$ cat src/rtl/audio_pkg.sv
// rtl/audio_pkg.sv - shared types and constants for the audio ROM player
package audio_pkg;

  localparam int ADDR_W_DEF = 17;
  localparam int DATA_W_DEF = 24;
  localparam int CLIP_LAST  = 48000;

  typedef enum logic [1:0] {
    ST_IDLE  = 2'd0,
    ST_PRIME = 2'd1,
    ST_VALID = 2'd2
  } state_t;

endpackage

$ cat src/rtl/audio_rom_player_ctrl.sv
// rtl/audio_rom_player_ctrl.sv - walks a ROM clip and hands samples to a codec FIFO
module audio_rom_player_ctrl
  import audio_pkg::*;
#(
  parameter int ADDR_W = ADDR_W_DEF,
  parameter int DATA_W = DATA_W_DEF
) (
  input  logic              clk,
  input  logic              reset_n,
  input  logic              play,
  input  logic              stop,
  input  logic              loop,
  input  logic [ADDR_W-1:0] start_addr,
  input  logic [ADDR_W-1:0] end_addr,
  input  logic              write_ready,
  input  logic [DATA_W-1:0] rom_q,
  output logic [ADDR_W-1:0] rom_addr,
  output logic              write,
  output logic [DATA_W-1:0] writedata_left,
  output logic [DATA_W-1:0] writedata_right,
  output logic              busy,
  output logic              done
);

  state_t            state;
  logic [ADDR_W-1:0] start_q;
  logic [ADDR_W-1:0] end_q;

  // Both channels carry the same mono sample.
  assign writedata_right = writedata_left;

  always_ff @(posedge clk or negedge reset_n) begin
    if (!reset_n) begin
      state          <= ST_IDLE;
      rom_addr       <= '0;
      write          <= 1'b0;
      writedata_left <= '0;
      busy           <= 1'b0;
      done           <= 1'b0;
      start_q        <= '0;
      end_q          <= '0;
    end else begin
      done <= 1'b0;
      if (stop) begin
        state <= ST_IDLE;
        write <= 1'b0;
        busy  <= 1'b0;
      end else begin
        case (state)
          ST_IDLE: begin
            if (play && (start_addr <= end_addr)) begin
              start_q  <= start_addr;
              end_q    <= end_addr;
              rom_addr <= start_addr;
              busy     <= 1'b1;
              state    <= ST_PRIME;
            end
          end
          ST_PRIME: begin
            writedata_left <= rom_q;
            write          <= 1'b1;
            state          <= ST_VALID;
          end
          ST_VALID: begin
            if (write_ready) begin
              write <= 1'b0;
              // Increment only below the latched end so the address never wraps.
              if (rom_addr != end_q) begin
                rom_addr <= rom_addr + 1'b1;
                state    <= ST_PRIME;
              end else if (loop) begin
                rom_addr <= start_q;
                state    <= ST_PRIME;
              end else begin
                done  <= 1'b1;
                busy  <= 1'b0;
                state <= ST_IDLE;
              end
            end
          end
          default: begin
            state <= ST_IDLE;
            write <= 1'b0;
            busy  <= 1'b0;
          end
        endcase
      end
    end
  end

endmodule
$ cat config.mk
export PLATFORM = sky130hd
export DESIGN_NAME = audio_rom_player_ctrl
export DESIGN_NICKNAME = d
export VERILOG_FILES = /design/src/rtl/audio_pkg.sv /design/src/rtl/audio_rom_player_ctrl.sv
export SDC_FILE = /design/constraint.sdc
export NUM_CORES = 1
export LEC_CHECK = 0
export CELL_PAD_IN_SITES_DETAIL_PLACEMENT = 0
export CELL_PAD_IN_SITES_GLOBAL_PLACEMENT = 1
export CORE_MARGIN = 2
export CORE_UTILIZATION = 37
export CTS_CLUSTER_SIZE = 28
export DETAILED_ROUTE_END_ITERATION = 12
export PLACE_DENSITY = 0.79
export SETUP_SLACK_MARGIN = 0.4
export SLEW_MARGIN = 0
export SYNTH_ARGS = -nofsm -noshare
export SYNTH_HDL_FRONTEND = slang
export SYNTH_SLANG_ARGS = --single-unit
$ cat constraint.sdc
create_clock -name clk -period 2.7 [get_ports clk]
set_clock_uncertainty 0.05 [all_clocks]
set_input_delay 0.54 -clock clk [delete_from_list [all_inputs] [get_ports clk]]
set_output_delay 0.54 -clock clk [all_outputs]
set_load 0.05 [all_outputs]
==> impl_metrics.tcl <==
set metrics [dict create \
    setup_tns_ns 0 \
    slowest_delay_ns 0.30 \
    cts_hold_buf 0 \
    synth_edf_count 0 \
    synth_area_per_cell_sq_um 11.1 \
    yosysUniqueCellTypes 54 \
    drt_first_pass_iters 4 \
    slowest_stage "mux2_4" \
    syn_inst 420 \
    start_util 0.374 \
    io_pins 132 \
    place_ws_ns -0.329 \
    setup_viol 0 \
    dp_hpwl_um 9570 \
    die_x_um 116 \
    overflow 0 \
    n_fill_cell 1048 \
    leakage_nw 3.15 \
    grt_pass1_vias 4033 \
    outcome "finished clean" \
    reg2reg_slack_ns 0.37 \
    pwr_density_cell_nw_per_um2 983 \
    layout.cells.non_filler 763 \
    worstSetupStartpointType "input pin" \
    critPathKind "in2reg" \
    synth-seq-cells 80 \
    clk-insertion-delay-late_ns 0.34 \
    path_delay_family "buffers and inverters" \
    synth_nets 502 \
    coreArea_sq_um 12500 \
    hold_class "in2async" \
    multi_input_area_sq_um 2730 \
    fmax_mhz 426 \
    required_ns 2.87 \
    grtUsageMet2 0.354 \
    grtUsageMet3 0.0426 \
    grt_pass1_wl_um 21300 \
    insertedDiodeCount 0 \
    numCtsBuffers 9 \
    gp_congestion 0.865 \
    busiest_layer "met2" \
    htree_levels 3 \
    peakVddDrop_v 0.000460 \
    rsz0062_at_grt "true" \
    first_iter_violations 238 \
    hold_viol 0 \
    cts_root_buf "clkbuf_16" \
    clk_pin_slew_ns 0.06 \
    setup_ws_ns 0.353 \
    cp-end-kind "flip-flop" \
    syn_area_sq_um 4670 \
    fin_crit_ns 2.35 \
    die_h_um 116 \
    ys_seq_area_frac 0.429 \
    drive_above_1_share 0.418 \
    dieArea_sq_um 13500 \
    drc 0 \
    gr-usage-met1 0.261 \
    clock_path_buffers 2 \
    ant_nets 0 \
    synth_warnings 0 \
    ys_dominant_reg_cell "dfrtp_1" \
    synthTopCellsByArea "dfrtp_1 (43%), mux2_2 (15%), ha_1 (4.8%), buf_4 (4.0%), xor2_1 (3.4%)" \
    async_reset_ff_frac 1.00 \
    routed_via_density 5.17 \
    area_delta_synth_final_pct 57.5 \
    synth_top_area_cell "dfrtp_1" \
    place_inst 722 \
    gr-usage-all-layers 0.208 \
    crit_chain "buf_4 > ha_4 > nand4_1 > buf_6 > nor4_4 > nand2_1 > a21boi_4 > buf_6 > o22ai_4 > buf_12 > mux2_4" \
    final_max_slew_viol_count 0 \
    worst_pin_slew_ns 0.831 \
    drt_wl_total_um 14000 \
    rows 41 \
    antenna_found_initial 0 \
    max_cap_violations 0 \
    final_nets 669 \
    crit_top_cell "buf_6" \
    grt_max_degree 65 \
    synth.top_cell.area_share 0.429 \
    path_buf_inv 4 \
    routedWlPerCell_um 18.4 \
    slew_headroom 0.446 \
    num_vias 3943 \
    crit_fanout 8 \
    arrival_ns 2.52 \
    min_period_over_period 0.869 \
    cts_sinks 80 \
    layout.area.seq_sq_um 2010 \
    io_buffer_count 131 \
    cts_tree "done" \
]
[synthesized netlist by cell type, types with 2 or more instances]
library cell  instances
nor4_1                6
and4_1                2
buf_4                25
mux2_2               64
nor3_1               14
buf_6                 4
ha_1                 18
clkbuf_1              9
nand3_1               7
a221oi_1              3
xnor2_1              12
buf_2                 6
a31o_2                2
nand2_1              20
nor4_4                2
o221ai_1              2
a211oi_1              2
o31ai_1               3
and3_1                2
o311ai_0              2
mux2i_1              11
o21ai_0               7
inv_1                29
xor2_1               18
o31a_1                5
dfrtp_1              80
nand2b_1              3
a21oi_1              12
nor2b_1               2
nor2_1               13
nand4_1              11
a22o_1                2
[per-stage QoR]
step           hold WS (ns)  total power, mW  utilization  cell area (sq um)
2_1_floorplan         0.194             4.58            -               4830
3_3_place_gp          0.440             5.64        0.514               6400
3_5_place_dp          0.438             5.70        0.514               6400
4_1_cts               0.275             7.04        0.560               6990
5_1_grt               0.322             7.56        0.589               7350
6_report              0.241             7.22        0.589               7350
[kinds of logic (layout without fill, tap and decap cells)]
group	count (synthesis)	count (layout)	synth area share
simple gates	92	92	0.117
mux	76	76	0.180
fa+ha+maj	18	18	0.0483
flops	80	80	0.429
xor+xnor	30	30	0.0563
buf+inv	73	244	0.0869
compound gates	51	51	0.0815
[worst reg2reg max path, stage by stage (launching register included)]
cell and delay, ns:
dfrtp_2 0.44, xor2_4 0.21, nor4_4 0.40, nand4_4 0.23
nor3_4 0.29, o22ai_4 0.13, buf_12 0.16, mux2_4 0.30
[report_power, final]
part           switching (mW)  total (mW)  internal [mW]
sequential              0.422        2.04           1.62
combinational            2.38        3.96           1.58
clock                   0.492        1.23          0.736
[worst paths after layout]
kind                                from                 end  depth (start not counted)
min in group clk            end_addr[16]           end_q[16]                          2
hold / removal                   reset_n  writedata_left[10]                          1
setup reg to reg                end_q[2]        rom_addr[13]                          7
hold reg to reg              start_q[10]         start_q[10]                          1
max in group asynchronous        reset_n        rom_addr[11]                          2
setup / recovery           start_addr[9]        rom_addr[13]                         11
[registers in the layout, indices dropped and copies added (netlist names)]
| signal | cells |
|---|---|
| start_q | 17 |
| end_q | 17 |
| writedata_left | 24 |
| state | 2 |
| write | 1 |
| rom_addr | 17 |
| done | 1 |
| busy | 1 |
[area by class of cell]
type | count | area share
Clock inverter | 5 | 0.00783
Clock buffer | 10 | 0.0325
Tap cell | 172 | 0.0293
Sequential cell | 80 | 0.274
Inverter | 29 | 0.0158
Multi-Input combinational cell | 267 | 0.372
Timing Repair Buffer | 200 | 0.269
[per-layer routing]
layer | wire length (um) | vias to the layer above
met2 | 6800 | 173
met5 | 0 | -
li1 | - | 1814
met4 | 268 | 0
met3 | 995 | 23
met1 | 5960 | 1933
[placed cells by master (no fill, tap or decap), types with 6 or more instances in the layout]
cell type        count
clkbuf_2             6
ha_4                15
clkdlybuf4s50_1     87
a21oi_1              9
dlygate4sd2_1        8
o21ai_0              6
nand4_1             11
clkbuf_16           10
xnor2_1             12
dfrtp_2             10
dfrtp_1             70
mux2_2              27
inv_1               14
nand3_1              7
inv_2               12
mux2_4              37
buf_6               18
nor2_1              11
nand2_1             18
nor3_1              14
mux2i_1              9
buf_4               57
xor2_1              17
[timing repair]
action | in CTS | in global routing
buffers inserted | 9 | 13
pin swaps | 28 | 23
endpoints found under the setup margin | 57 | 56
resized for setup | 147 | 79
cloned | 3 | 1
No activity file was read; power rests on OpenSTA's default activity.
